<file path="config.mk">
export PLATFORM = sky130hd
export DESIGN_NAME = instr_encoder_flat
export DESIGN_NICKNAME = d
export VERILOG_FILES = /design/src/rtl/riscv_pkg.sv /design/src/rtl/instr_encoder_if.sv /design/src/rtl/instr_pack.sv /design/src/rtl/instr_encoder.sv /design/src/flat_wrapper.sv
export SDC_FILE = /design/constraint.sdc
export NUM_CORES = 1
export LEC_CHECK = 0
export ABC_CLOCK_PERIOD_IN_PS = 1700
export CAP_MARGIN = 20
export CORE_MARGIN = 2
export CORE_UTILIZATION = 35
export CTS_BUF_LIST = sky130_fd_sc_hd__clkbuf_4 sky130_fd_sc_hd__clkbuf_8
export DETAILED_ROUTE_END_ITERATION = 10
export PLACE_DENSITY = 0.7
export SETUP_SLACK_MARGIN = 0.4
export SLEW_MARGIN = 20
export SYNTH_ARGS = -nofsm -noshare
export SYNTH_HDL_FRONTEND = slang
export SYNTH_SLANG_ARGS = --single-unit
</file>
<file path="constraint.sdc">
create_clock -name clk -period 1.7 [get_ports clk]
set_input_delay 0.34 -clock clk [delete_from_list [all_inputs] [get_ports clk]]
set_output_delay 0.34 -clock clk [all_outputs]
set_load 0.05 [all_outputs]
</file>
<file path="src/rtl/riscv_pkg.sv">
// Shared RV32I encoder types: format codes, opcodes, loader FSM states and the field bundle.
package riscv_pkg;

  localparam int unsigned XLEN   = 32;
  localparam int unsigned FMT_W  = 3;
  localparam int unsigned OPC_W  = 7;
  localparam int unsigned REG_W  = 5;
  localparam int unsigned F3_W   = 3;
  localparam int unsigned F7_W   = 7;

  localparam logic [FMT_W-1:0] FMT_R = 3'd0;
  localparam logic [FMT_W-1:0] FMT_I = 3'd1;
  localparam logic [FMT_W-1:0] FMT_S = 3'd2;
  localparam logic [FMT_W-1:0] FMT_B = 3'd3;
  localparam logic [FMT_W-1:0] FMT_U = 3'd4;
  localparam logic [FMT_W-1:0] FMT_J = 3'd5;

  localparam logic [OPC_W-1:0] OP     = 7'h33;
  localparam logic [OPC_W-1:0] OP_IMM = 7'h13;
  localparam logic [OPC_W-1:0] LOAD   = 7'h03;
  localparam logic [OPC_W-1:0] STORE  = 7'h23;
  localparam logic [OPC_W-1:0] BRANCH = 7'h63;
  localparam logic [OPC_W-1:0] LUI    = 7'h37;
  localparam logic [OPC_W-1:0] JAL    = 7'h6F;

  typedef enum logic [1:0] {
    IDLE   = 2'd0,
    ACCEPT = 2'd1,
    WRITE  = 2'd2,
    DONE   = 2'd3
  } state_e;

  typedef struct packed {
    logic [FMT_W-1:0] fmt;
    logic [OPC_W-1:0] opcode;
    logic [REG_W-1:0] rd;
    logic [F3_W-1:0]  funct3;
    logic [REG_W-1:0] rs1;
    logic [REG_W-1:0] rs2;
    logic [F7_W-1:0]  funct7;
    logic [XLEN-1:0]  imm;
  } instr_fields_t;

endpackage

</file>
<file path="src/rtl/instr_encoder_if.sv">
// Field-bundle input handshake plus the IMEM write port of the instruction encoder.
interface instr_encoder_if #(
  parameter int unsigned ADDR_W = 10
);
  logic              in_valid;
  logic              in_ready;
  logic [2:0]        in_fmt;
  logic [6:0]        in_opcode;
  logic [4:0]        in_rd;
  logic [2:0]        in_funct3;
  logic [4:0]        in_rs1;
  logic [4:0]        in_rs2;
  logic [6:0]        in_funct7;
  logic [31:0]       in_imm;
  logic              in_last;
  logic              imem_we;
  logic              imem_ready;
  logic [ADDR_W-1:0] imem_addr;
  logic [31:0]       imem_wdata;

  // Encoder side: consumes bundles, drives the memory write port.
  modport slave (
    input  in_valid, in_fmt, in_opcode, in_rd, in_funct3, in_rs1, in_rs2,
           in_funct7, in_imm, in_last, imem_ready,
    output in_ready, imem_we, imem_addr, imem_wdata
  );

  // Loader/memory side.
  modport master (
    output in_valid, in_fmt, in_opcode, in_rd, in_funct3, in_rs1, in_rs2,
           in_funct7, in_imm, in_last, imem_ready,
    input  in_ready, imem_we, imem_addr, imem_wdata
  );
endinterface

</file>
<file path="src/rtl/instr_pack.sv">
// Combinational RV32I packer: fields + format -> instruction word, illegal-format and
// immediate-range flags. Range checking exists only when IMM_RANGE_CHECK_EN is defined.
module instr_pack
  import riscv_pkg::*;
(
  input  instr_fields_t   fields_i,
  output logic [XLEN-1:0] instr_c_o,
  output logic            illegal_c_o,
  output logic            range_err_c_o
);

  logic [XLEN-1:0] imm;
  assign imm = fields_i.imm;

  always_comb begin
    instr_c_o   = '0;
    illegal_c_o = 1'b0;
    case (fields_i.fmt)
      FMT_R: instr_c_o = {fields_i.funct7, fields_i.rs2, fields_i.rs1, fields_i.funct3,
                          fields_i.rd, fields_i.opcode};
      FMT_I: instr_c_o = {imm[11:0], fields_i.rs1, fields_i.funct3, fields_i.rd,
                          fields_i.opcode};
      FMT_S: instr_c_o = {imm[11:5], fields_i.rs2, fields_i.rs1, fields_i.funct3,
                          imm[4:0], fields_i.opcode};
      FMT_B: instr_c_o = {imm[12], imm[10:5], fields_i.rs2, fields_i.rs1, fields_i.funct3,
                          imm[4:1], imm[11], fields_i.opcode};
      FMT_U: instr_c_o = {imm[31:12], fields_i.rd, fields_i.opcode};
      FMT_J: instr_c_o = {imm[20], imm[10:1], imm[11], imm[19:12], fields_i.rd,
                          fields_i.opcode};
      default: illegal_c_o = 1'b1;
    endcase
  end

`ifdef IMM_RANGE_CHECK_EN
  // A slice is representable when it is a pure sign extension (all ones or all zeros).
  always_comb begin
    range_err_c_o = 1'b0;
    case (fields_i.fmt)
      FMT_I, FMT_S: range_err_c_o = !((&imm[31:11]) || !(|imm[31:11]));
      FMT_B:        range_err_c_o = !((&imm[31:12]) || !(|imm[31:12])) || imm[0];
      FMT_J:        range_err_c_o = !((&imm[31:20]) || !(|imm[31:20])) || imm[0];
      FMT_U:        range_err_c_o = |imm[11:0];
      default:      range_err_c_o = 1'b0;
    endcase
  end
`else
  assign range_err_c_o = 1'b0;
`endif

endmodule

</file>
<file path="src/rtl/instr_encoder.sv">
// Streaming RV32I encoder / IMEM loader: accepts field bundles, writes packed words sequentially.
// Optional immediate range checking is enabled by defining IMM_RANGE_CHECK_EN.
module instr_encoder
  import riscv_pkg::*;
#(
  parameter int unsigned ADDR_W = 10,
  parameter int unsigned DEPTH  = 1024
) (
  input  logic              clk,
  input  logic              rst_n,
  input  logic              start,
  instr_encoder_if.slave    bus,
  output logic              busy,
  output logic              done,
  output logic              err,
  output logic [ADDR_W:0]   count
);

  localparam logic [ADDR_W-1:0] LAST_ADDR = ADDR_W'(DEPTH - 1);
  localparam logic [ADDR_W-1:0] ADDR_ONE  = ADDR_W'(1);
  localparam logic [ADDR_W:0]   CNT_ONE   = (ADDR_W + 1)'(1);

  state_e            state_q, state_d;
  logic [ADDR_W-1:0] addr_q, addr_d;
  logic [ADDR_W:0]   count_q, count_d;
  logic [XLEN-1:0]   wdata_q, wdata_d;
  logic              last_q, last_d;
  logic              err_q, err_d;
  logic              in_ready_q, we_q, busy_q, done_q;

  instr_fields_t     fields_c;
  logic [XLEN-1:0]   instr_c;
  logic              illegal_c;
  logic              range_err_c;

  always_comb begin
    fields_c.fmt    = bus.in_fmt;
    fields_c.opcode = bus.in_opcode;
    fields_c.rd     = bus.in_rd;
    fields_c.funct3 = bus.in_funct3;
    fields_c.rs1    = bus.in_rs1;
    fields_c.rs2    = bus.in_rs2;
    fields_c.funct7 = bus.in_funct7;
    fields_c.imm    = bus.in_imm;
  end

  instr_pack u_pack (
    .fields_i      (fields_c),
    .instr_c_o     (instr_c),
    .illegal_c_o   (illegal_c),
    .range_err_c_o (range_err_c)
  );

  always_comb begin
    state_d = state_q;
    addr_d  = addr_q;
    count_d = count_q;
    wdata_d = wdata_q;
    last_d  = last_q;
    err_d   = err_q;
    case (state_q)
      IDLE, DONE: begin
        if (start) begin
          state_d = ACCEPT;
          addr_d  = '0;
          count_d = '0;
          err_d   = 1'b0;
        end
      end
      ACCEPT: begin
        if (bus.in_valid && in_ready_q) begin
          if (illegal_c || range_err_c) begin
            err_d   = 1'b1;
            state_d = DONE;
          end else begin
            wdata_d = instr_c;
            last_d  = bus.in_last;
            state_d = WRITE;
          end
        end
      end
      WRITE: begin
        if (we_q && bus.imem_ready) begin
          count_d = count_q + CNT_ONE;
          addr_d  = addr_q + ADDR_ONE;
          // Filling the last word without seeing in_last means the program overflowed IMEM.
          if (last_q || (addr_q == LAST_ADDR)) begin
            state_d = DONE;
            if (!last_q) err_d = 1'b1;
          end else begin
            state_d = ACCEPT;
          end
        end
      end
      default: state_d = IDLE;
    endcase
  end

  // Status outputs are registered decodes of the next state.
  always_ff @(posedge clk or negedge rst_n) begin
    if (!rst_n) begin
      state_q    <= IDLE;
      addr_q     <= '0;
      count_q    <= '0;
      wdata_q    <= '0;
      last_q     <= 1'b0;
      err_q      <= 1'b0;
      in_ready_q <= 1'b0;
      we_q       <= 1'b0;
      busy_q     <= 1'b0;
      done_q     <= 1'b0;
    end else begin
      state_q    <= state_d;
      addr_q     <= addr_d;
      count_q    <= count_d;
      wdata_q    <= wdata_d;
      last_q     <= last_d;
      err_q      <= err_d;
      in_ready_q <= (state_d == ACCEPT);
      we_q       <= (state_d == WRITE);
      busy_q     <= (state_d == ACCEPT) || (state_d == WRITE);
      done_q     <= (state_d == DONE);
    end
  end

  assign bus.in_ready   = in_ready_q;
  assign bus.imem_we    = we_q;
  assign bus.imem_addr  = addr_q;
  assign bus.imem_wdata = wdata_q;
  assign busy           = busy_q;
  assign done           = done_q;
  assign err            = err_q;
  assign count          = count_q;

endmodule

</file>
<file path="src/flat_wrapper.sv">
// flat-port wrapper written by rule: the top's interface ports become plain ports
module instr_encoder_flat import riscv_pkg::*;
#(
  parameter int unsigned ADDR_W = 10,
  parameter int unsigned DEPTH  = 1024
)
  (clk, rst_n, start, busy, done, err, count, bus_in_valid, bus_in_fmt, bus_in_opcode, bus_in_rd, bus_in_funct3, bus_in_rs1, bus_in_rs2, bus_in_funct7, bus_in_imm, bus_in_last, bus_imem_ready, bus_in_ready, bus_imem_we, bus_imem_addr, bus_imem_wdata);
  instr_encoder_if #(.ADDR_W(ADDR_W)) bus_i ();
  input  logic clk;
  input  logic rst_n;
  input  logic start;
  output logic busy;
  output logic done;
  output logic err;
  output logic [ADDR_W:0] count;
  input wire logic [$bits(bus_i.in_valid)-1:0] bus_in_valid;
  input wire logic [$bits(bus_i.in_fmt)-1:0] bus_in_fmt;
  input wire logic [$bits(bus_i.in_opcode)-1:0] bus_in_opcode;
  input wire logic [$bits(bus_i.in_rd)-1:0] bus_in_rd;
  input wire logic [$bits(bus_i.in_funct3)-1:0] bus_in_funct3;
  input wire logic [$bits(bus_i.in_rs1)-1:0] bus_in_rs1;
  input wire logic [$bits(bus_i.in_rs2)-1:0] bus_in_rs2;
  input wire logic [$bits(bus_i.in_funct7)-1:0] bus_in_funct7;
  input wire logic [$bits(bus_i.in_imm)-1:0] bus_in_imm;
  input wire logic [$bits(bus_i.in_last)-1:0] bus_in_last;
  input wire logic [$bits(bus_i.imem_ready)-1:0] bus_imem_ready;
  output wire logic [$bits(bus_i.in_ready)-1:0] bus_in_ready;
  output wire logic [$bits(bus_i.imem_we)-1:0] bus_imem_we;
  output wire logic [$bits(bus_i.imem_addr)-1:0] bus_imem_addr;
  output wire logic [$bits(bus_i.imem_wdata)-1:0] bus_imem_wdata;
  assign bus_i.in_valid = bus_in_valid;
  assign bus_i.in_fmt = bus_in_fmt;
  assign bus_i.in_opcode = bus_in_opcode;
  assign bus_i.in_rd = bus_in_rd;
  assign bus_i.in_funct3 = bus_in_funct3;
  assign bus_i.in_rs1 = bus_in_rs1;
  assign bus_i.in_rs2 = bus_in_rs2;
  assign bus_i.in_funct7 = bus_in_funct7;
  assign bus_i.in_imm = bus_in_imm;
  assign bus_i.in_last = bus_in_last;
  assign bus_i.imem_ready = bus_imem_ready;
  assign bus_in_ready = bus_i.in_ready;
  assign bus_imem_we = bus_i.imem_we;
  assign bus_imem_addr = bus_i.imem_addr;
  assign bus_imem_wdata = bus_i.imem_wdata;
  instr_encoder #(.ADDR_W(ADDR_W), .DEPTH(DEPTH)) u_core (.clk(clk), .rst_n(rst_n), .start(start), .bus(bus_i), .busy(busy), .done(done), .err(err), .count(count));
endmodule
</file>
**Word-level counts from Yosys, hierarchy flattened**

Index checks and enable logic that the tools add are counted.

- Bits in registers: 61
- Input port bits: 73
- Word-level logic and storage cells: 62

- Add/sub/neg operators: 2
- Equal/unequal tests: 18
- Mux-type cells: 20
- Reduce and logical (&&, ||, !) cells: 12

Operators by type and width:

| cell | count |
|---|---|
| $pmux 32 s6 | 1 |
| $mux 11 | 2 |
| $pmux 11 s2 | 1 |
| $mux 10 | 2 |
| $pmux 10 s2 | 1 |
| $add 11x1->11 const B | 1 |
| $add 10x1->10 const B | 1 |
| $eq 10x10->1 const B | 1 |
| $eq 2x2->1 const B | 4 |
| $mux 2 | 4 |
| $mux 1 | 7 |
| $eq 3x2->1 const B | 2 |
| $eq 3x3->1 const B | 2 |
| $ne 2x1->1 const B | 3 |
| $ne 2x2->1 const B | 3 |
| $pmux 2 s3 | 1 |
| $reduce_and 3->1 | 2 |
| $reduce_and 6->1 | 1 |
| $reduce_or 6->1 | 1 |
| $eq 2x1->1 const B | 2 |
| $eq 3x1->1 const B | 1 |
| $logic_not 3->1 | 1 |
| $pmux 1 s3 | 1 |
| $logic_and 1x1->1 | 2 |
| 4 further kinds | 5 |

**Logic depth before layout (Yosys ltp)**

Gate-level depths: netlist (run 1).

- Word-level depth: 7
- Mapped depth: 9
- Mapped depth without buffers: 8

**Modules after synthesis**

A second synthesis (run 1) with hierarchy kept.

- Cell total of the unflattened synthesis: 319
- Area, all modules: 3,337.0 um^2

Modules (own cells, without submodules):

| module | instances | cells each | area each (um^2) | sequential area each (um^2) |
|---|---|---|---|---|
| instr_encoder | 1 | 229 | 2,725.1 | 1,526.5 |
| instr_pack | 1 | 90 | 611.8 | 0.0 |

**Least setup slack after synthesis (run 1)**

Ideal clock, no wire load.

- Path kind: flip-flop to flip-flop
- Start: register u_core.addr_q[0] (netlist: u_core.bus.imem_addr[0])
- End: register u_core.busy_q (netlist: u_core.busy)
- Data arrival time: 2.089 ns
- Path slack: -0.452 ns
- Cell stages (with the launch flop): 8
- Path buffers: 0
- Clock period less this slack: 2.152 ns
- Cells stage by stage: dfrtp_1 ha_1 nand3_1 or4_1 nand4_1 and2_1 ha_1 inv_1

- Longest elaborated chain between the ends: 7

Ends and longest elaborated chain:

| what | line | RTL |
|---|---|---|
| start: declaration | instr_encoder.sv:24 | `logic [ADDR_W-1:0] addr_q, addr_d;` |
| start signal: assignment | instr_encoder.sv:114 | `addr_q <= addr_d;` |
| $eq 10x10->1 * | instr_encoder.sv:87 | `if (last_q \|\| (addr_q == LAST_ADDR)) begin` |
| $logic_or 1x1->1 * | instr_encoder.sv:87 |  |
| $mux 2 * | instr_encoder.sv:87 |  |
| $mux 2 * | instr_encoder.sv:83 | `if (we_q && bus.imem_ready) begin` |
| $pmux 2 s3 * | instr_encoder.sv:61 | `case (state_q)` |
| $eq 2x1->1 or $eq 2x2->1 (tied branches) | instr_encoder.sv:121 | `busy_q <= (state_d == ACCEPT) \|\| (state_d == WRITE);` |
| $logic_or 1x1->1 * | instr_encoder.sv:121 |  |
| end signal: assignment | instr_encoder.sv:121 |  |
| end: declaration | instr_encoder.sv:29 | `logic in_ready_q, we_q, busy_q, done_q;` |

Mark *: on every way between the ends. The rest lies on a longest branch, timed or not.
A chain may end at the register's enable or synchronous reset.

**Worst setup path after layout (run 1)**

- Start: register u_core.state_q[1]
- End: register u_core.addr_q[5] (netlist: u_core.bus.imem_addr[5])

- Longest elaborated chain between the ends: 4

Ends and longest elaborated chain:

| what | line | RTL |
|---|---|---|
| start: declaration | instr_encoder.sv:23 | `state_e state_q, state_d;` |
| start signal: assignment | instr_encoder.sv:113 | `state_q <= state_d;` |
| $eq 2x2->1 or $logic_not 2->1 (tied branches) | instr_encoder.sv:61 |  |
| $reduce_or 2->1 | instr_encoder.sv:61 |  |
| $ne 2x2->1 (no line) or $reduce_bool 2->1 (tied branches) | -- |  |
| $reduce_and 3->1 (no line) | -- |  |

Several ways; a longest one is shown, not always the timed one.

==> impl_metrics.env, run 1 <==
export IMPL_status="finished, violations left"
export IMPL_failed_checks="setup timing"
export IMPL_hold_viol=0
export IMPL_fin_crit_sh_pct=110
export IMPL_synth_cell_types=36
export IMPL_relSlewSlack_pct=69.8
export IMPL_postSynthCellCount=340
export IMPL_rows=34
export IMPL_routed_wl_microns=11400
export IMPL_skew_ns=0.0169
export IMPL_pwr_share_comb_pct=60.4
export IMPL_post_drt_wl_per_cell_microns=17.3
export IMPL_slew_viol_final=0
export IMPL_clkTransAtPathRegs_ns=0.08
export IMPL_required_ns=1.95
export IMPL_sw_frac_of_total_pct=43.2
export IMPL_clock_path_buffers=2
export IMPL_cp_slowest_cell="or4b_4"
export IMPL_synth_cell_area_sq_um=3190
export IMPL_die_area_sq_um=9900
export IMPL_yosysWarnings=0
export IMPL_grt_max_degree=38
export IMPL_track_usage_pct=22.1
export IMPL_power_density_nw_per_um2=1610
export IMPL_gp_congestion=0.896
export IMPL_cts_buffers_inserted=9
export IMPL_grt_pass1_vias=3450
export IMPL_antenna_found_initial=0
export IMPL_ys_seq_area_share_pct=47.8
export IMPL_diodes=0
export IMPL_dp_hpwl_microns=7380
export IMPL_cp_data_arrival_time_ns=2.12
export IMPL_vias=3411
export IMPL_hold_class="reg -> reg"
export IMPL_multi_input_area_sq_um=2000
export IMPL_ys_ff_latch=61
export IMPL_worst_slew_pin_slew_ns=0.452
export IMPL_slowest_delay_ns=0.48
export IMPL_final_nets=623
export IMPL_dr_first_iter_drc_count=161
export IMPL_intPower_mw=5.60
export IMPL_setup_viol=22
export IMPL_tritoncts="done"
export IMPL_grt_ovfl_total=0
export IMPL_start_kind="flip-flop"
export IMPL_synth_commonest_cells="dfrtp_1, a21oi_1, nor2_1, o21ai_0, nand2_1"
export IMPL_cp_end_kind="flip-flop"
export IMPL_route_detailed_drc=0
export IMPL_crit_type="reg -> reg"
export IMPL_yosys_cell_count_top_type="dfrtp_1"
export IMPL_timing_final_ws_setup_ns=-0.170
export IMPL_clockPowerShare_pct=16.4
export IMPL_synth_fp_nets=420
export IMPL_ant_nets=0
export IMPL_maxCapViolCount=0
export IMPL_io_buffers=130
export IMPL_cts_sinks=61
export IMPL_synthTopCellsByArea="dfrtp_1, a21oi_1, mux2i_1, nor2_1, o21ai_0"
export IMPL_die_h_microns=99.5
export IMPL_critPathMaxFanout=5
export IMPL_dr_pass1_iters=4
export IMPL_layout_area_seq_sq_um=1540
export IMPL_peakVddDrop_mv=1.22
export IMPL_syn_to_final_growth_pct=92.3
export IMPL_rsz0062_at_grt="yes"
export IMPL_core_area_sq_um=8760
export IMPL_routed_via_density=5.20
export IMPL_p_leak_nw=2.60
export IMPL_grt_pass1_wl_microns=17400
export IMPL_p_seq_share_pct=23.2
export IMPL_path_cells="ha_4, buf_6, a21boi_4, or2_4, or4b_4, o211ai_1"
export IMPL_final_layout_size_suffix_gt1_share_pct=45.8
export IMPL_initial_utilization_pct=36.4
export IMPL_clock_root_buffer="clkbuf_8"
export IMPL_synth_top_area_share_pct=47.8
export IMPL_dp_cells=608
export IMPL_fin_cells=656
export IMPL_critPathTopFamily="simple AND/OR/NAND/NOR gates"
export IMPL_synth_edff_count=0
export IMPL_post_synth_cell_area_avg_sq_um=9.39
export IMPL_async_reset_ff_share_pct=100
export IMPL_min_period_ns=1.87
export IMPL_fillers=635
export IMPL_crit_buf_inv=1
export IMPL_hold_slack_ns=0.491
export IMPL_switchingPower_mw=4.27
export IMPL_cts_max_level=3
export IMPL_yosys_area_top_type="dfrtp_1"
export IMPL_power_mw=9.87
export IMPL_ys_flop_type="dfrtp_1"
export IMPL_clkLatencyLatePin_ns=0.35
export IMPL_io_pins=131
export IMPL_dieWidth_microns=99.5
export IMPL_fmax_mhz=535
-- stage by stage --
stage | instance area [sq um] | setup WS, ns | utilization [%] | TNS [ns]
floorplan | 3530 | -0.165 | - | -0.539
global placement | 5080 | -0.462 | 58.0 | -9.95
detailed placement | 5080 | -0.497 | 58.0 | -11.20
CTS | 5890 | -0.140 | 67.2 | -1.07
global route | 6140 | -0.218 | 70.1 | -3.64
finish | 6140 | -0.170 | 70.1 | -1.50
-- power groups by stage --
stage          registers, mW  logic (mW)  clock network, mW
6_report                2.29        5.96               1.62
5_1_grt                 2.36        6.27               1.71
4_1_cts                 2.27        5.53               1.63
3_5_place_dp            2.28        4.91                  0
3_3_place_gp            2.25        4.85                  0
2_1_floorplan           3.80        1.78                  0
-- state kept, by name, indices dropped and copies added, names as in the netlist, 2 cells and up --
| name | count |
|---|---|
| u_core.bus.imem_addr | 10 |
| u_core.bus.imem_wdata | 32 |
| u_core.count | 11 |
| u_core.state_q | 2 |
-- cells by family (layout without fill, tap and decap cells) --
group | after synthesis | in the layout | synth area share, %
buffers and inverters | 28 | 236 | 3.41
AO/OA/AOI/OAI | 95 | 95 | 18.0
flip-flops | 61 | 61 | 47.8
AND/OR/NAND/NOR | 119 | 119 | 18.4
XOR/XNOR | 5 | 5 | 1.37
adder cells (fa/ha/maj) | 7 | 7 | 2.74
multiplexers | 25 | 25 | 8.23
-- cell type report --
class                   instances  area share (%)
multi-input cells             251            32.6
flip-flops and latches         61            25.1
repair buffers                212            35.5
inverters                       8           0.489
clock inverters                 4            1.55
clock buffers                  12            2.49
well taps                     108            2.20
-- worst register-to-register path, delay by kind of cell (launching register included) --
kind / cells / cell delay, ns
simple gates: 2 / 0.76
flops: 1 / 0.44
compound gates: 2 / 0.27
fa+ha+maj: 1 / 0.19
buf+inv: 1 / 0.12
-- cells in the final DEF (no fill, tap or decap), drive strengths merged, types with 5 or more instances in the layout --
cell / n
nand3: 13
a22oi: 15
nand2: 23
buf: 138
clkbuf: 12
nor2b: 13
ha: 7
inv: 8
xnor2: 5
dfrtp: 61
nand2b: 5
mux2: 10
a21oi: 36
nor4: 8
mux2i: 15
nor2: 34
o21ai: 25
a22o: 9
clkdlybuf4s50: 71
-- timing repair --
item,CTS,global route
pin swaps,20,17
setup buffers,14,13
cloned,4,0
gates resized for setup,78,42
endpoints found under the hold margin,24,0
hold buffers,1,0
setup endpoints to repair,82,86
-- path summary, 6_finish.rpt --
kind,cells after the start,slack (ns),to,start
max,6,-0.17,u_core.bus.imem_addr[5],u_core.state_q[1]
min,1,0.49,u_core.bus.imem_wdata[27],u_core.bus.imem_wdata[27]
max reg2reg,6,-0.17,u_core.bus.imem_addr[5],u_core.state_q[1]
min reg2reg,1,0.49,u_core.bus.imem_wdata[27],u_core.bus.imem_wdata[27]
max in group asynchronous,3,0.93,u_core.bus.imem_addr[1],rst_n
min in group asynchronous,3,0.51,u_core.count[10],rst_n
-- layer usage --
metal | vias up | GRT usage [%] | wire length [microns]
li1 | 1630 | - | -
met1 | 1665 | 28.3 | 4660
met2 | 97 | 37.2 | 5970
met3 | 19 | 4.78 | 498
met4 | 0 | 7.17 | 231
met5 | - | 0 | 0
Note: power is estimated with default switching activity, not from simulation.
==> run 2, diff against run 1 <==
Settings changed: CORE_MARGIN 2 to unset.
==> run 2 against run 1 <==
The flow still finishes with violations (setup timing). Fmax rose by 2.1%. Sequential power barely moved. Via count fell by 0.32%. Register-to-register slack improved by 0.04 ns. Worst hold slack got worse by 0.48 ns. Die area fell by 4.0%. Clock skew fell by 0.0024 ns. Design area fell by 2.4%. Global-route usage fell by 0.57 points. Critical path depth fell by 1. Power fell by 4.1%.
==> impl_metrics.env, run 2 (synthesized netlist as in run 1, its figures left out) <==
export IMPL_status="finished, violations left"
export IMPL_failed_checks="setup timing"
export IMPL_p_seq_share_pct=24.2
export IMPL_routed_via_density=5.24
export IMPL_mostFrequentLayoutCell="buf_4"
export IMPL_route_detailed_drc=0
export IMPL_rsz0062_at_grt="yes"
export IMPL_final_nets=616
export IMPL_core_area_sq_um=8760
export IMPL_fillers=637
export IMPL_post_drt_wl_per_cell_microns=16.6
export IMPL_setup_viol=14
export IMPL_skew_ns=0.0145
export IMPL_clock_path_buffers=2
export IMPL_tritoncts="done"
export IMPL_timing_final_ws_setup_ns=-0.132
export IMPL_pwr_share_comb_pct=60.0
export IMPL_sw_frac_of_total_pct=44.0
export IMPL_cp_data_arrival_time_ns=2.08
export IMPL_final_layout_size_suffix_gt1_share_pct=44.7
export IMPL_fmax_mhz=546
export IMPL_clock_root_buffer="clkbuf_8"
export IMPL_start_kind="flip-flop"
export IMPL_worst_slew_pin_slew_ns=0.380
export IMPL_die_area_sq_um=9510
export IMPL_clkTransAtPathRegs_ns=0.07
export IMPL_routed_wl_microns=10800
export IMPL_syn_to_final_growth_pct=87.7
export IMPL_wl_met1_microns=4480
export IMPL_fin_tns_setup_ns=-0.825
export IMPL_path_cells="ha_4, mux2i_4, or2_4, or4b_1, o211ai_1"
export IMPL_relSlewSlack_pct=74.6
export IMPL_min_period_ns=1.83
export IMPL_crit_type="reg -> reg"
export IMPL_cp_slowest_cell="or4b_1"
export IMPL_pre_cts_ws_ns=-0.429
export IMPL_dieWidth_microns=97.5
export IMPL_switchingPower_mw=4.16
export IMPL_io_pins=131
export IMPL_rows=34
export IMPL_cts_buffers_inserted=9
export IMPL_die_h_microns=97.5
export IMPL_required_ns=1.95
export IMPL_p_leak_nw=2.54
export IMPL_vias=3400
export IMPL_hold_class="in -> async"
export IMPL_grt_pass1_wl_microns=16400
export IMPL_wl_met2_microns=5640
export IMPL_dr_first_iter_drc_count=179
export IMPL_grt_max_degree=62
export IMPL_dr_pass1_iters=6
export IMPL_critPathMaxFanout=4
export IMPL_io_buffers=130
export IMPL_fin_cells=649
export IMPL_grt_ovfl_total=0
export IMPL_cts_max_level=3
export IMPL_maxCapViolCount=0
export IMPL_peakVddDrop_mv=1.04
export IMPL_power_mw=9.47
export IMPL_intPower_mw=5.31
export IMPL_cp_end_kind="flip-flop"
export IMPL_top_layer_used="met4"
export IMPL_antenna_found_initial=0
export IMPL_track_usage_pct=21.5
export IMPL_largest_reg_flops=32
export IMPL_mostFrequentLayoutCells="buf_4, clkdlybuf4s50_1, dfrtp_1, buf_6, nor2_1"
export IMPL_slew_viol_final=0
export IMPL_initial_utilization_pct=36.4
export IMPL_gp_congestion=0.807
export IMPL_cts_sinks=61
export IMPL_clockPowerShare_pct=15.8
export IMPL_ant_nets=0
export IMPL_fin_crit_sh_pct=108
export IMPL_hold_viol=0
export IMPL_dp_cells=609
export IMPL_dp_hpwl_microns=7230
export IMPL_clkLatencyLatePin_ns=0.34
export IMPL_grt_pass1_vias=3435
export IMPL_critPathTopFamily="simple AND/OR/NAND/NOR gates"
export IMPL_crit_buf_inv=0
export IMPL_power_density_nw_per_um2=1580
export IMPL_slowest_delay_ns=0.47
export IMPL_wl_met3_microns=385
export IMPL_diodes=0
==> run 2: cell count changes in the layout (fill, tap and decap cells not counted), moves of 2 or more <==
cell       delta
buf_16        -2
buf_4         +2
buf_6         -9
clkbuf_16     +2
nor2_1        +2
nor2_4        -3
xnor2_1       +2
xnor2_2       -2
==> run 2: power by group through the flow <==
| stage | Combinational, mW | Clock, mW | Sequential, mW |
|---|---|---|---|
| 6_report | 5.68 | 1.49 | 2.29 |
| 4_1_cts | 5.35 | 1.52 | 2.26 |
| 3_5_place_dp | 4.90 | 0 | 2.27 |
| 5_1_grt | 5.98 | 1.60 | 2.34 |
| 3_3_place_gp | 4.84 | 0 | 2.25 |
| 2_1_floorplan | 1.78 | 0 | 3.80 |
==> run 2: per-stage QoR <==
stage	utilization [%]	instance area, sq um	hold slack, ns
after floorplan	-	3530	0.0444
after global placement	58.1	5090	0.376
after detailed placement	58.1	5090	0.378
after CTS	65.1	5700	0.0123
after global routing	68.4	5990	0.0229
final	68.4	5990	0.00695
==> run 2: worst register-to-register path: stages, from the launching register on <==
cell and delay, ns:
dfrtp_2 0.44, ha_4 0.28, mux2i_4 0.19, or2_4 0.26, or4b_1 0.47, o211ai_1 0.10
==> run 2: final timing paths <==
| check | slack [ns] | from | end | depth (start not counted) |
|---|---|---|---|---|
| setup / recovery | -0.13 | u_core.state_q[1] | u_core.bus.imem_addr[5] | 5 |
| hold / removal | 0.007 | rst_n | u_core.count[10] | 2 |
| setup reg to reg | -0.13 | u_core.state_q[1] | u_core.bus.imem_addr[5] | 5 |
| hold reg to reg | 0.51 | u_core.bus.imem_wdata[27] | u_core.bus.imem_wdata[27] | 1 |
| max in group asynchronous | 1.39 | rst_n | u_core.bus.imem_addr[0] | 2 |
| min in group clk | 0.51 | u_core.bus.imem_wdata[27] | u_core.bus.imem_wdata[27] | 1 |
==> run 2: cell type report <==
| cell class | instances | area [sq um] | share of cell area (%) |
|---|---|---|---|
| Clock inverter | 4 | 70.1 | 1.17 |
| Sequential cell | 61 | 1540 | 25.8 |
| Timing Repair Buffer | 205 | 2080 | 34.7 |
| Clock buffer | 12 | 159 | 2.65 |
| Multi-Input combinational cell | 251 | 1970 | 32.9 |
| Tap cell | 108 | 135 | 2.25 |
| Inverter | 8 | 33.8 | 0.564 |
==> run 2: per-layer routing <==
metal | GRT usage, % | up-vias
li1 | - | 1611
met1 | 26.5 | 1677
met2 | 36.4 | 89
met3 | 3.74 | 23
met4 | 10.1 | 0
met5 | 0 | -
==> run 2: what timing repair did <==
item	4_1_cts	5_1_grt
setup buffers	11	10
resized for setup	67	39
hold buffers	0	0
pin swaps	11	11
setup endpoints to repair	82	84
cloned	1	2
==> run 3, diff against run 2 <==
Settings changed: PLACE_DENSITY 0.7 to 0.69, SYNTH_HIERARCHICAL set to 1.
==> run 3 against run 2 <==
The run still ends with setup timing left. Global-route usage down 0.093 points. Die area up 4.4%. Combinational power down 12%. Core utilization down 2.8 points. Worst hold slack better by 0.50 ns. Design area up 1.1%. Critical endpoint is now u_core/count[10]. Largest cell class unchanged.
==> impl_metrics.env, run 3 <==
export IMPL_status="finished, violations left"
export IMPL_failed_checks="setup timing"
export IMPL_ys_seq_area_share_pct=45.7
export IMPL_fin_area_sq_um=6060
export IMPL_cts_buffers_inserted=9
export IMPL_post_synth_cell_area_avg_sq_um=10.5
export IMPL_critPathMaxFanout=7
export IMPL_die_h_microns=99.6
export IMPL_pre_cts_ws_ns=-0.460
export IMPL_gp_congestion=0.861
export IMPL_cp_data_arrival_time_ns=2.08
export IMPL_antenna_found_initial=0
export IMPL_yosys_cell_count_top_type="dfrtp_1"
export IMPL_power_density_nw_per_um2=1410
export IMPL_synthTopCellsByArea="dfrtp_1, mux2_2, a22oi_1, nand2_1, o21ai_0"
export IMPL_maxCapViolCount=0
export IMPL_tritoncts="done"
export IMPL_post_drt_wl_per_cell_microns=16.2
export IMPL_slowest_delay_ns=0.41
export IMPL_clock_root_buffer="clkbuf_8"
export IMPL_setup_viol=24
export IMPL_fmax_mhz=552
export IMPL_syn_to_final_growth_pct=81.6
export IMPL_io_buffers=130
export IMPL_postSynthCellCount=319
export IMPL_dieWidth_microns=99.6
export IMPL_ys_flop_type="dfrtp_1"
export IMPL_power_mw=8.55
export IMPL_routed_wl_microns=10500
export IMPL_cts_sinks=61
export IMPL_synth_fa_ha_area_share_pct=2.62
export IMPL_diodes=0
export IMPL_synth_edff_count=0
export IMPL_grt_ovfl_total=0
export IMPL_fillers=724
export IMPL_track_usage_pct=21.4
export IMPL_hold_viol=0
export IMPL_clkTransAtPathRegs_ns=0.07
export IMPL_io_pins=131
export IMPL_routed_via_density=5.05
export IMPL_ys_ff_latch=61
export IMPL_hold_slack_ns=0.509
export IMPL_pwr_share_comb_pct=58.7
export IMPL_layout_area_seq_sq_um=1550
export IMPL_synth_commonest_cells="dfrtp_1, mux2_2, nand2_1, o21ai_0, a22oi_1"
export IMPL_r2r_end="u_core/count[10]"
export IMPL_core_area_sq_um=9240
export IMPL_reg2reg_depth=7
export IMPL_clkLatencyLatePin_ns=0.34
export IMPL_grt_pass1_vias=3370
export IMPL_clockPowerShare_pct=15.5
export IMPL_dr_first_iter_drc_count=122
export IMPL_rows=35
export IMPL_final_nets=594
export IMPL_synth_xor_area_share_pct=0.262
export IMPL_hold_class="in -> async"
export IMPL_grt_pass1_wl_microns=16500
export IMPL_skew_ns=0.00688
export IMPL_dr_pass1_iters=4
export IMPL_rsz0062_at_grt="yes"
export IMPL_switchingPower_mw=3.67
export IMPL_synth_top_area_share_pct=45.7
export IMPL_crit_type="reg -> reg"
export IMPL_multi_input_area_sq_um=1980
export IMPL_die_area_sq_um=9930
export IMPL_timing_final_ws_setup_ns=-0.113
export IMPL_ant_nets=0
export IMPL_yosysWarnings=6
export IMPL_rr_startpoint="u_core/state_q[0]"
export IMPL_mostFrequentLayoutCells="clkdlybuf4s50_1, buf_4, dfrtp_1, buf_6, nand2_1"
export IMPL_final_layout_size_suffix_gt1_share_pct=47.6
export IMPL_ff2ff_setup_slack_ns=-0.11
export IMPL_cts_max_level=3
export IMPL_synth_cell_types=54
export IMPL_required_ns=1.97
export IMPL_path_cells="inv_2, ha_4, mux2i_4, or2_1, buf_6, or4_4, a21oi_2"
export IMPL_synthSimpleGateAreaFrac_pct=13.5
export IMPL_min_period_ns=1.81
export IMPL_utilization_pct=65.6
export IMPL_slew_viol_final=0
export IMPL_yosys_area_top_type="dfrtp_1"
export IMPL_synth_top_family_by_area="compound AO/OA/AOI/OAI gates"
export IMPL_cp_slowest_cell="or4_4"
export IMPL_intPower_mw=4.88
export IMPL_peakVddDrop_mv=1.22
export IMPL_grt_max_degree=62
export IMPL_synth_fp_nets=399
export IMPL_p_leak_nw=2.71
export IMPL_initial_utilization_pct=36.1
export IMPL_fin_crit_sh_pct=107
export IMPL_async_reset_ff_share_pct=100
export IMPL_clock_path_buffers=2
export IMPL_p_seq_share_pct=25.7
export IMPL_start_kind="flip-flop"
export IMPL_placed_area_sq_um=5120
export IMPL_synth_compound_area_share_pct=18.6
export IMPL_largest_reg_flops=32
export IMPL_sw_frac_of_total_pct=42.9
export IMPL_synth_cell_area_sq_um=3340
export IMPL_vias=3273
export IMPL_route_detailed_drc=0
export IMPL_cp_end_kind="flip-flop"
export IMPL_synth_area_mux_share_pct=14.4
export IMPL_mostFrequentLayoutCell="clkdlybuf4s50_1"
export IMPL_dp_hpwl_microns=7300
## run 3: logic make-up (layout without fill, tap and decap cells)
group / Yosys count / in the layout
and+or+nand+nor: 86 / 86
adders and majority gates: 7 / 7
DFF: 61 / 61
other: 1 / 1
AOI/OAI and AO/OA: 88 / 88
xor gates and xnor gates: 1 / 1
buffers and inverters: 32 / 232
muxes: 43 / 43
## run 3: power by group through the flow
stage,combinational [mW],sequential (mW),clock (mW)
3_3_place_gp,4.23,2.16,0
6_report,5.02,2.20,1.33
2_1_floorplan,1.35,3.55,0
3_5_place_dp,4.30,2.17,0
5_1_grt,5.30,2.26,1.44
4_1_cts,4.83,2.17,1.37
## run 3: worst max-delay path by stage
stage / slack, ns / end / startpoint / depth (start not counted)
2_1_floorplan: -0.11 / u_core/count[7] / u_core/state_q[0] / 8
3_3_place_gp: -0.41 / u_core/err / bus_in_fmt[1] / 7
3_5_place_dp: -0.46 / u_core/err / bus_in_fmt[1] / 7
4_1_cts: -0.14 / u_core/count[10] / u_core/state_q[0] / 7
5_1_grt: -0.19 / u_core/count[8] / u_core/state_q[0] / 7
6_report: -0.11 / u_core/count[10] / u_core/state_q[0] / 7
## run 3: repair_timing
action,in CTS,in global routing
pin swaps,9,8
hold buffers,0,1
gates cloned,4,0
setup endpoints to repair,83,94
gates resized for setup,93,44
buffers inserted,15,4
endpoints found under the hold margin,0,5
## run 3: worst max-delay path: cells and delay by family, from the launching register on
kind | cells | cell delay [ns]
mux | 1 | 0.18
compound gates | 1 | 0.13
buf+inv | 2 | 0.21
flops | 1 | 0.39
simple gates | 2 | 0.63
fa+ha+maj | 1 | 0.21
## run 3: layer usage
metal	up-vias	share of wire [%]	wire length, microns	GRT usage (%)
met1	1611	43	4480	26.6
met2	76	52	5440	36.2
met3	18	3.7	386	5.20
li1	1568	-	-	-
met5	-	0	0	0
met4	0	2.1	220	7.58
## run 3: layout make-up
cell class                      count  share of cell area [%]
Inverter                           16                    1.03
Clock inverter                      4                   0.785
Timing Repair Buffer              200                    34.7
Multi-Input combinational cell    226                    32.7
Sequential cell                    61                    25.5
Clock buffer                       12                    2.52
Tap cell                          129                    2.66
## run 3: per-stage QoR
step	cells	setup TNS (ns)
finish	648	-1.04
global route	648	-3.32
CTS	643	-0.992
detailed placement	608	-17.67
global placement	608	-16.49
floorplan	319	-0.805
